$ cat config.mk
export PLATFORM = sky130hd
export DESIGN_NAME = spi_master_param
export DESIGN_NICKNAME = d
export VERILOG_FILES = /design/src/rtl/spi_master_param.sv
export SDC_FILE = /design/constraint.sdc
export NUM_CORES = 1
export LEC_CHECK = 0
export BUFFER_PORTS_ARGS = -buffer_cell sky130_fd_sc_hd__buf_2
export CAP_MARGIN = 20
export CORE_AREA = 2 2 74 76
export DETAILED_ROUTE_END_ITERATION = 10
export DIE_AREA = 0 0 76 78
export PLACE_DENSITY = 0.68
export RECOVER_POWER = 25
export REMOVE_ABC_BUFFERS = 1
export SLEW_MARGIN = 10
export SYNTH_ARGS = -nofsm -noshare
export SYNTH_HDL_FRONTEND = slang
export SYNTH_SLANG_ARGS = --single-unit
$ cat constraint.sdc
create_clock -name i_clk -period 2.5 [get_ports i_clk]
set_input_delay 0.125 -clock i_clk [delete_from_list [all_inputs] [get_ports i_clk]]
set_output_delay 0.125 -clock i_clk [all_outputs]
set_load 0.02 [all_outputs]
$ cat src/rtl/spi_master_param.sv
// SPI master: one DATA_WIDTH-bit full-duplex word per transfer, per-transfer CPOL/CPHA/bit order.
// SCLK half period is HALF_PERIOD system clocks; START/BUSY/DONE handshake, ERR on a bad slave index.
module spi_master_param #(
  parameter int DATA_WIDTH  = 8,
  parameter int NUM_SLAVES  = 3,
  parameter int HALF_PERIOD = 2,
  localparam int SEL_W      = (NUM_SLAVES > 1) ? $clog2(NUM_SLAVES) : 1
) (
  input  logic                  i_clk,
  input  logic                  i_rst_n,
  input  logic                  i_start,
  input  logic                  i_cpol,
  input  logic                  i_cpha,
  input  logic                  i_lsb_first,
  input  logic [SEL_W-1:0]      i_slave_sel,
  input  logic [DATA_WIDTH-1:0] i_tx_data,
  input  logic                  i_miso,
  output logic                  o_sclk,
  output logic                  o_mosi,
  output logic [NUM_SLAVES-1:0] o_ss_n,
  output logic [DATA_WIDTH-1:0] o_rx_data,
  output logic                  o_busy,
  output logic                  o_done,
  output logic                  o_err
);

  // state   | meaning
  // S_IDLE  | waiting for START; SCLK tracks CPOL; DONE/ERR pulses are visible here
  // S_SETUP | slave selected, first MOSI bit driven, lasts one half period
  // S_XFER  | SCLK toggles every half period for 2*DATA_WIDTH edges
  // S_HOLD  | SCLK back at idle level, select still asserted for one half period

  localparam int CNT_W  = (HALF_PERIOD > 1) ? $clog2(HALF_PERIOD) : 1;
  localparam int EDGE_W = $clog2(2 * DATA_WIDTH + 1);
  localparam logic [CNT_W-1:0]  HP_LOAD    = CNT_W'(HALF_PERIOD - 1);
  localparam logic [EDGE_W-1:0] LAST_EDGE  = EDGE_W'(2 * DATA_WIDTH);

  typedef enum logic [1:0] {S_IDLE, S_SETUP, S_XFER, S_HOLD} state_t;

  state_t                r_state;
  logic [CNT_W-1:0]      r_cnt;
  logic [EDGE_W-1:0]     r_edge;
  logic [DATA_WIDTH-1:0] r_tx;
  logic [DATA_WIDTH-1:0] r_rx;
  logic                  r_cpha;
  logic                  r_lsb;

  logic [EDGE_W-1:0]     w_edge_num;
  logic                  w_leading;
  logic                  w_first;
  logic                  w_last;
  logic                  w_sample;
  logic                  w_shift;
  logic                  w_sel_ok;
  logic                  w_first_bit;
  logic [NUM_SLAVES-1:0] w_ss_dec;
  logic [DATA_WIDTH-1:0] w_rx_next;
  logic [DATA_WIDTH-1:0] w_tx_next;
  logic                  w_mosi_next;

  assign w_edge_num  = r_edge + EDGE_W'(1);
  assign w_leading   = w_edge_num[0];
  assign w_first     = (w_edge_num == EDGE_W'(1));
  assign w_last      = (w_edge_num == LAST_EDGE);
  // CPHA=0 samples on leading edges, CPHA=1 on trailing; the other edge shifts
  assign w_sample    = w_leading ^ r_cpha;
  assign w_shift     = !w_sample && !w_first && !w_last;

  assign w_sel_ok    = (32'(i_slave_sel) < 32'(NUM_SLAVES));
  assign w_first_bit = i_lsb_first ? i_tx_data[0] : i_tx_data[DATA_WIDTH-1];
  assign w_ss_dec    = ~(NUM_SLAVES'(1) << i_slave_sel);

  assign w_rx_next   = r_lsb ? {i_miso, r_rx[DATA_WIDTH-1:1]} : {r_rx[DATA_WIDTH-2:0], i_miso};
  assign w_tx_next   = r_lsb ? (r_tx >> 1) : (r_tx << 1);
  assign w_mosi_next = r_lsb ? r_tx[1] : r_tx[DATA_WIDTH-2];

  always_ff @(posedge i_clk or negedge i_rst_n) begin
    if (!i_rst_n) begin
      r_state   <= S_IDLE;
      r_cnt     <= '0;
      r_edge    <= '0;
      r_tx      <= '0;
      r_rx      <= '0;
      r_cpha    <= 1'b0;
      r_lsb     <= 1'b0;
      o_sclk    <= 1'b0;
      o_mosi    <= 1'b0;
      o_ss_n    <= '1;
      o_rx_data <= '0;
      o_busy    <= 1'b0;
      o_done    <= 1'b0;
      o_err     <= 1'b0;
    end else begin
      o_done <= 1'b0;
      o_err  <= 1'b0;
      case (r_state)
        S_IDLE: begin
          o_sclk <= i_cpol;
          o_mosi <= 1'b0;
          if (i_start) begin
            if (w_sel_ok) begin
              r_state <= S_SETUP;
              r_cnt   <= HP_LOAD;
              r_edge  <= '0;
              r_tx    <= i_tx_data;
              r_rx    <= '0;
              r_cpha  <= i_cpha;
              r_lsb   <= i_lsb_first;
              o_mosi  <= w_first_bit;
              o_ss_n  <= w_ss_dec;
              o_busy  <= 1'b1;
            end else begin
              o_err <= 1'b1;
            end
          end
        end
        S_SETUP, S_XFER: begin
          if (r_cnt != '0) begin
            r_cnt <= r_cnt - CNT_W'(1);
          end else begin
            r_cnt   <= HP_LOAD;
            r_edge  <= w_edge_num;
            o_sclk  <= ~o_sclk;
            r_state <= w_last ? S_HOLD : S_XFER;
            if (w_sample) r_rx <= w_rx_next;
            if (w_shift) begin
              r_tx   <= w_tx_next;
              o_mosi <= w_mosi_next;
            end
          end
        end
        S_HOLD: begin
          if (r_cnt != '0) begin
            r_cnt <= r_cnt - CNT_W'(1);
          end else begin
            r_state   <= S_IDLE;
            o_ss_n    <= '1;
            o_busy    <= 1'b0;
            o_done    <= 1'b1;
            o_mosi    <= 1'b0;
            o_rx_data <= r_rx;
          end
        end
        default: r_state <= S_IDLE;
      endcase
    end
  end

endmodule

After elaboration in Yosys (flattened, before gate mapping) --
Index checks and enable logic that the tools add are counted.
Cells by class: bitwise logic cells 4, order comparisons 1, add/subtract/negate cells 2, reductions and logical operators 19, shift-type cells 1, eq/ne operators 11, muxes and demuxes 47
Operator list (number):
- $mux W8 | 10
- $pmux W8 S2 | 2
- $mux W1 | 18
- $mux W5 | 3
- $ne A2 B2 Y1 const B | 6
- $reduce_and A4 Y1 | 3
- $pmux W5 S2 | 1
- $reduce_and A5 Y1 | 2
- $mux W3 | 3
- $mux W2 | 4
- $pmux W1 S3 | 2
- $pmux W2 S3 | 1
- $pmux W3 S2 | 1
- $reduce_and A2 Y1 | 3
- $reduce_and A3 Y1 | 2
- $add A5 B1 Y5 const B | 1
- $eq A5 B1 Y1 const B | 1
- $eq A5 B5 Y1 const B | 1
- $eq A2 B2 Y1 const B | 2
- $pmux W1 S2 | 2
- $reduce_bool A2 Y1 | 2
- $logic_not A1 Y1 | 3
- $not A3 Y3 | 1
- $shl A1 B2 Y3 const A | 1
- other kinds (8) | 10
Word-level totals: bits in registers 42, output and inout port bits 16, bits of input ports 17, word-level logic and storage cells 99

Depth between registers and ports, before layout --
Gate-level depths: netlist of the first run.
depth after elaboration 8, mapped depth 9, depth with buffers taken out 7

Worst setup path before layout of the first run --
OpenSTA, ideal clock, no wires.
path type register to register, start register r_state[1], end register r_tx[1], arrival time 2.036 ns, cell stages (with the launch flop) 9, library setup time 0.126 ns, path buffers 1, period minus slack after synthesis 2.162 ns, data required time 2.374 ns, setup slack 0.338 ns, cells stage by stage dfrtp_1 inv_1 ha_1 buf_6 nor2b_4 o22ai_4 or3_4 or4_1 o311a_1
On the way: longest elaborated chain between the ends 4, elaborated cells on any way between the ends 11, those cells by class eq/ne: 6; mux: 1; reduce/logical: 4
Ends and longest elaborated chain:
- from (decl) | RTL line 40 | state_t r_state;
- from (signal assigned) | RTL line 124 | r_state <= w_last ? S_HOLD : S_XFER;
- $eq A2 B1 Y1 or $eq A2 B2 Y1 (tied branches) | RTL line 96 | case (r_state)
- $reduce_or A2 Y1 | RTL line 96
- $ne A2 B2 Y1 (no line) or $reduce_bool A2 Y1 (tied branches)
- $reduce_and A5 Y1 (no line)
- to (signal assigned) | RTL line 105 | r_tx <= i_tx_data;
- to (signal assigned) | RTL line 127 | r_tx <= w_tx_next;
- to (decl) | RTL line 43 | logic [DATA_WIDTH-1:0] r_tx;
Parallel ways exist; a longest one is shown, timed or not. A chain may end at the register's enable or synchronous reset.

Worst setup path in the final report of the first run --
start register r_state[1], end register r_tx[3]
The elaborated chain is that of the path after synthesis.

==> results of run 1 <==
logic make-up after synthesis:
family          count (synthesis)
simple gates                   85
compound gates                 67
flops                          42
buf+inv                        28
mux                            11
fa+ha+maj                       4
xor+xnor                        3
state kept, by name, summed over array words and instances (netlist names):
| signal | flops |
|---|---|
| o_rx_data | 8 |
| r_rx | 8 |
| r_tx | 8 |
| r_edge | 5 |
| o_ss_n | 3 |
| r_state | 2 |
| o_busy | 1 |
| o_done | 1 |
| o_err | 1 |
| o_mosi | 1 |
| o_sclk | 1 |
| r_cnt | 1 |
| r_cpha | 1 |
| r_lsb | 1 |
through the flow:
stage	worst slack (ns)	total power [mW]	util, %
final	0.206	3.46	50.1
after global routing	0.0883	3.77	50.1
after CTS	0.198	3.52	50.6
after detailed placement	0.213	3.06	48.6
after global placement	0.262	3.03	48.6
after floorplan	0.112	2.49	-
synth_stat cells (5+ instances only):
cell type	instances
nor2_1	20
dfrtp_1	39
nor3_1	5
o21ai_0	35
a21oi_1	5
inv_1	17
a31oi_1	5
nand2_1	26
nand3_1	12
mux2_2	8
clkbuf_1	8
power breakdown:
group | leakage, nW | internal [mW] | switching, mW
Sequential | 0.522 | 0.968 | 0.246
Combinational | 0.479 | 0.703 | 1.10
Clock | 0.0441 | 0.196 | 0.253
critical path, delay by kind of cell, from the launching register on:
family	cells	cell delay, ns
compound gates	2	0.26
fa+ha+maj	1	0.36
buf+inv	1	0.05
flops	1	0.37
simple gates	3	1.13
layout make-up:
| class | count | share of cell area (%) |
|---|---|---|
| inverters | 17 | 2.52 |
| repair buffers | 37 | 6.98 |
| multi-input cells | 170 | 41.8 |
| well taps | 70 | 3.46 |
| clock inverters | 3 | 0.841 |
| flip-flops and latches | 42 | 41.7 |
| clock buffers | 5 | 2.72 |
timing repair:
item,CTS,global route
hold buffers,1,0
resized for setup,0,0
hold endpoints to repair,36,0
layout by cell type (no fill, tap or decap), types with 2 or more instances in the layout:
cell       netlist  routed
and2_1           2       2
a21oi_1          5       5
o21ai_0         35      35
a2111oi_0        2       2
ha_1             4       4
nand2_1         26      26
o22ai_1          3       3
buf_4            0       3
nor3_1           5       5
mux2_2           8       8
nor2b_4          2       2
a211oi_1         2       2
inv_1           17      17
or4_1            4       4
or2_2            4       4
a311oi_1         2       2
buf_2            2      15
nor2_1          20      20
clkbuf_8         0       5
nand2b_1         4       4
nand3_1         12      12
mux2i_1          3       3
nor2b_1          4       4
xnor2_1          2       2
o31a_1           2       2
clkbuf_1         8      17
o311a_1          4       4
dfrtp_1         39      39
a31oi_1          5       5
dfstp_2          3       3
per-layer routing:
metal | vias up | global-route usage (%) | wire, µm | share of wire (%)
met4 | 0 | 7.64 | 98 | 2.1
met2 | 54 | 26.4 | 2120 | 45
met3 | 10 | 3.84 | 236 | 5.0
met1 | 869 | 24.1 | 2290 | 48
li1 | 909 | - | - | -
met5 | - | 0 | 0 | 0
final timing paths:
kind / start / end / slack [ns] / cells past startpoint
setup / recovery: r_state[1] / r_tx[3] / 0.21 / 7
hold / removal: i_cpha / r_cpha / 0.06 / 2
setup reg to reg: r_state[1] / r_tx[3] / 0.21 / 7
hold reg to reg: o_rx_data[2] / o_rx_data[2] / 0.49 / 2
max in group asynchronous: i_rst_n / o_busy / 1.30 / 2
min in group asynchronous: i_rst_n / o_rx_data[4] / 0.53 / 2
==> run summary, run 1 <==
For the number of remaining DRC errors, the log shows 0. Traced cell by cell, the critical path runs through inv_1, ha_1, nor2b_4, o22ai_4, or3_4, or4_1, o311a_1. For this run, the leading register cell type out of synthesis is dfrtp_1. The tools report the sort of element at the start of the critical path as a flop.

The largest net degree at the start of global routing came out at 43. For the placer congestion estimate, the log shows 0.796. The run gives 0 as the number of maximum-capacitance constraint violations. The worst setup path is of the reg -> reg kind. TritonCTS built the clock tree. The filler cells instantiated in the layout total 490. The global-route wire length before repair came out at 8360 µm. In the final layout, the share of cells above drive strength 1 is 17.5%. Each instance of the synthesized netlist takes up on average 9.27 µm².

For the remaining antenna violation count, the log shows 0. The final critical-path required period works out to 2.29 ns. In this run, synthesis produced a sequential element count of 42. Of all cell types, the one taking the most synthesized area is dfrtp_1.

The netlist uses 39 different library cells. The run gives 26 as the number of placement rows. Delay of the slowest cell on the worst path: 0.48 ns. Setup repair after global routing left no endpoint under its margin. For the number of antenna violations at the first check in global routing, the log shows 0.

The multi-input combinational cells in the finished layout cover a total of 1060 µm². During placement, the flow inserted port buffers numbering 32. In this run the cell area of the synthesized design comes to 2230 µm². Wires add up to 4740 µm. With fillers left out, the area of the finished cells amounts to 2530 µm².

The die span in x was 76 µm. The number of antenna diodes in the final layout is 0. For this run the aggregate overflow at the end of global routing stands at 0. The logs give 4 for the detailed-routing iteration count for the pre-antenna-repair pass and 33 for the number of ports placed on the die boundary.

The ratio of routed vias to standard cells is 5.35, and the simple-gate share of the synthesized area is 18.9%. Maximum clock rate: 436 MHz. The tools report the maximum vdd ir drop as 0.584 mV. The post-detailed-placement cell area is 2450 µm², and the starting DRC count in detailed routing is 142. The flow ran to the end, and the final reports show no timing, DRC or antenna violations. The class of the most critical hold timing path is in -> reg.

Clock-pin slew was measured on the worst setup and hold paths at 0.09 ns. The proportion of synthesized flip-flops having asynchronous set or reset works out to 100%. Setup violations remaining at the end of the flow were counted as 0.

Synthesis produced 240 cells. The tree built by TritonCTS fans out to 42 sinks. The run gives 0.00792 ns as the setup skew after layout. The count of cells in the finished layout, fillers not included, comes to 344.

The capturing element type of the critical path was a flop. The synthesized-area fraction occupied by xor and xnor cells is 1.18%, and the number of buffers added by the clock tree synthesis step is 5. For the worst setup path, the data arrival time is 2.48 ns.

The root buffer cell chosen for the clock tree is clkbuf_8. After synthesis, the largest family of logic cells by area is compound AO/OA/AOI/OAI gates. The number of global-route vias before repair was 1734. The worst endpoint required time was 2.69 ns; the area growth from synthesis to layout was 13.6%. Final number of hold-violating endpoints: 0. The count of buffers added by post-CTS timing repair for setup came out at 0.

After synthesis, the cell types taking the most area are dfrtp_1 44%, o21ai_0 7.9%, nand2_1 4.4%. Summing the areas of all fa, ha and maj instances in the mapped netlist gives 2.25% of the synthesized area. Of the synthesized area, sequential elements account for 47.4%. The max-slew violation count came out at 0. Summing over every cut layer, the via total after detailed routing is 1842. The total power divided by cell area was 1370 nW/µm². After detailed routing, the average wire length per cell comes to 13.8 µm. The compound-gate portion of the synthesized area works out to 19.7%.

The level count of the clock H-tree came out at 2. Dividing the final minimum period by the clock period gives 91.8%. The cell leakage power is 1.05 nW, and the global-route usage over all layers is 17.4%. The final layout contains 294 nets.

The final hold slack is 0.0597 ns, and the placeable core region is 5040 µm². The run gives 0 as the warning count from the yosys run. The longest clock path from root to sink contains 2 buffers. Measured against the total synthesized area, the mux share comes to 5.40%. Including well taps, the total number of placed cells is 335. Of all nets on the critical path, the largest fanout is 7.

The synthesized design contains 0 enable-type register cells. Measured against its own limit, the worst slew margin works out to 29.5%. Of the post-synthesis cell area, the dominant cell type holds 43.8%. The final sum of negative setup slack was 0 ns.

For the area of all sequential standard cells, the log shows 1050 µm². For this configuration, the core starts out at a cell density of 44.1%. The latest clock arrival within the worst-skew pair came out at 0.30 ns. After legalization and detailed placement, the total HPWL measured 3360 µm. The transition time at the pin with the least slew margin is 1.06 ns, and the height of the chip is 78 µm.

The die outline area came out at 5930 µm². The cell with the largest stage delay on the worst path was or4_1.
Note: power is estimated with default switching activity, not from simulation.
==> run 2, diff against run 1 <==
- ABC_AREA: default -> 1
- CORE_AREA: 2 2 74 76 -> 2 2 72 74
- DIE_AREA: 0 0 76 78 -> 0 0 74 76
==> run summary, run 2 <==
The tools report the number of placement rows as 26. Among all cell types in the netlist, the one instantiated most often is nand2_1. The highest fanout seen on the critical path was 16. The transition time at the pin with the least slew margin came out at 1.03 ns. After routing, the total negative slack on setup checks comes to 0 ns. The type of the setup path with the least slack is reg -> reg. In this run the vertical extent of the chip is 76 µm. The total power divided by cell area came out at 1320 nW/µm². Effective utilization at floorplan: 42.9%. The count of buffers from port buffering was 32; the area of all sequential standard cells was 1050 µm².

Leaving out fill and tap cells, the most frequent cells in the layout are 68 x nand2_1, 39 x inv_1, 39 x dfrtp_1. The flow ran to the end, and the final reports show no timing, DRC or antenna violations. The multi-input combinational cells in the finished layout cover a total of 842 µm². The total overflow left after global routing is 0.

The number of antenna violations at the first check in global routing is 0. Subtracting the final worst setup slack from the clock period gives 2.13 ns. The placed instances occupy a cell area of 2300 µm². The total number of vias came out at 1723. The biggest area contributor in the post-synthesis netlist is dfrtp_1.

The utilization after layout is 49.2%. In the post-synthesis netlist, the biggest area contributors are dfrtp_1 46%, nand2_1 12%, inv_1 6.9%. The repair_antennas step left the layout with diodes totalling 0.

The run gives 2420 µm² as the area of all placed cells without fillers. The number of cells on the worst reg-to-reg path is 8, and the setup skew after layout is 0.00471 ns. The run gives 31.2% as the worst relative slew slack.

The run gives 252 as the number of standard cells after synthesis. Sequential cells were found to cover 50.0% of the synthesized design area. The number of remaining DRC errors is 0. The number of global-route vias before repair is 1551, and the final number of hold-violating endpoints is 0. The maximum clock rate was 470 MHz; the cell leakage power was 1.17 nW. After synthesis, the most frequently instantiated cells are 68 x nand2_1, 39 x dfrtp_1, 39 x inv_1, 24 x o21ai_0, 17 x nand3_1. The maximum vdd ir drop was 0.563 mV. Internal power comes to 1.75 mW. The number of enable-type register cells in the synthesized netlist is 0, and the max-slew violation count is 0.

Cells with a size suffix above 1 make up 14.0% of the layout. The area growth from synthesis to layout is 14.5%. Number of buffers added by the clock tree synthesis step: 5.

For the worst-skew pair, the clock arrives at the later sink with an insertion delay of 0.30 ns. The die outline area is 5620 µm². Of the available clock period, the critical path in the final layout requires 85.1%. The run gives 16.9% as the proportion of power drawn by the clock network. The total wirelength of the detailed-routed design is 4180 µm.

Combinational cells account for 48.7% of the total power. The post-detailed-placement half-perimeter wirelength is 2930 µm, and the largest net degree at the start of global routing is 43. The worst endpoint required time came out at 2.67 ns.

The largest registers in the layout are o_rx_data x8, r_rx x8, r_tx x8. After the last flow step, the layout net total stands at 306. Clock-pin slew was measured on the worst setup and hold paths at 0.08 ns. The detailed router finished its first iteration with 112 violations. STA classifies the critical path startpoint as a flop. Most common flop cell mapped by yosys: dfrtp_1. Of the total power, the share spent switching nets is 45.3%. The run gives 16.0% as the global-route usage over all layers. During synthesis, Yosys emitted a total of 0 warnings. For the placer congestion estimate, the log shows 0.845.

In this run the horizontal extent of the chip is 74 µm. Clock tree synthesis selected as its root buffer the cell clkbuf_8. The clock passes through at most 2 buffers.

In this run the power spent charging and discharging nets is 1.45 mW. Leaving out fill and tap cells, the most frequent cell in the layout is nand2_1. The proportion of synthesized flip-flops having asynchronous set or reset is 100%, and the number of cells traversed by the worst hold path is 2. Remaining antenna violation count: 0.

The number of storage elements in the synthesis netlist is 42, and the number of setup violations in the final report is 0. The core region is 4910 µm². TritonCTS built the clock tree. The number of ports placed on the die boundary is 33. The capturing element type of the critical path was a flop. Summed over its instances, the top area cell type makes up 46.3% of the synthesized netlist area. The TritonCTS sink count is 42, and the ratio of routed vias to standard cells is 4.84.

Per report_power, the sequential group accounts for 34.4% of the total. The first global-routing pass estimated 6980 µm of wire. The level count of the clock H-tree is 2.

The number of fill cells is 486, and the number of maximum-capacitance constraint violations is 0. Data arrives at the worst endpoint at 2.30 ns. For this run, the detailed router's first-pass iteration total came to 4. The post-synthesis average cell area came out at 8.37 µm².

Setup repair after global routing left no endpoint under its margin. The class of the most critical hold timing path is in -> reg. The number of gates resized after CTS was 0.

The per-cell routed wire length came out at 11.7 µm. The logs give 27 for the number of distinct standard cells referenced by the synthesized netlist and 2110 µm² for the combined area of all synthesized cells.
## run 2: cell types whose count changed after synthesis, sizes merged, moves of 5 or more
cell	previous run	this run
nand2	26	69
inv	17	40
nor2	20	11
o22ai	4	12
o21ai	35	28
nor2b	6	0
clkbuf	8	3
mux2	8	3
nand3	12	17
nor3	5	0
o221ai	0	5
## run 2: repair_timing
| item | CTS | global route |
|---|---|---|
| endpoints found under the hold margin | 40 | 0 |
| hold buffers | 2 | 0 |
| setup buffers | 0 | 0 |
## run 2: worst paths after layout
path,start,endpoint,slack (ns)
setup reg to reg,r_state[0],r_rx[7],0.37
hold / removal,i_slave_sel[0],o_ss_n[1],0.01
min in group asynchronous,i_rst_n,r_rx[1],0.53
hold reg to reg,r_tx[2],r_tx[2],0.48
setup / recovery,r_state[0],r_rx[7],0.37
max in group asynchronous,i_rst_n,r_tx[5],1.34
## run 2: cell type report
cell class | count | area share [%]
inverter | 40 | 6.21
clock buffer | 5 | 2.85
timing repair buffer | 35 | 6.94
sequential | 42 | 43.7
tap | 70 | 3.63
clock inverter | 3 | 1.86
multi-input combinational | 161 | 34.9
## run 2: cell families (layout without fill, tap and decap cells)
kind of cell | count (synthesis) | after routing | synth area share (%)
AO/OA/AOI/OAI | 52 | 52 | 15.6
XOR/XNOR | 1 | 1 | 0.415
adder cells (fa/ha/maj) | 4 | 4 | 2.37
buffers and inverters | 49 | 83 | 10.1
flip-flops | 42 | 42 | 50.0
multiplexers | 3 | 3 | 1.60
AND/OR/NAND/NOR | 101 | 101 | 19.9
## run 2: stage by stage
| stage | setup WS, ns | cells | power, mW | hold slack [ns] |
|---|---|---|---|---|
| 6_report | 0.373 | 356 | 3.20 | 0.0141 |
| 5_1_grt | 0.182 | 356 | 3.49 | 0.0178 |
| 4_1_cts | 0.369 | 356 | 3.25 | 0.00413 |
| 3_5_place_dp | 0.387 | 346 | 2.69 | 0.312 |
| 3_3_place_gp | 0.469 | 346 | 2.65 | 0.308 |
| 2_1_floorplan | 0.488 | 243 | 2.27 | -0.171 |
## run 2: critical path, stage by stage (launching register included)
cell and delay, ns:
dfrtp_1 0.35, inv_1 0.05, ha_1 0.49, inv_2 0.17
or2_4 0.28, o21ai_2 0.10, nand2_4 0.09, a21oi_4 0.33
o21ai_0 0.13
## run 2: power groups by stage
stage / logic [mW] / clock network, mW / registers (mW)
global placement: 1.55 / 0 / 1.10
global route: 1.76 / 0.586 / 1.14
detailed placement: 1.58 / 0 / 1.11
floorplan: 1.06 / 0 / 1.21
CTS: 1.59 / 0.557 / 1.10
finish: 1.56 / 0.541 / 1.10
## run 2: metal layers
metal | GRT usage (%) | share of wire [%] | vias up | wire, µm
met3 | 3.97 | 4.6 | 6 | 194
met5 | 0 | 0 | - | 0
met2 | 23.5 | 43 | 46 | 1810
li1 | - | - | 885 | -
met4 | 6.55 | 1.8 | 0 | 76
met1 | 22.6 | 50 | 786 | 2090
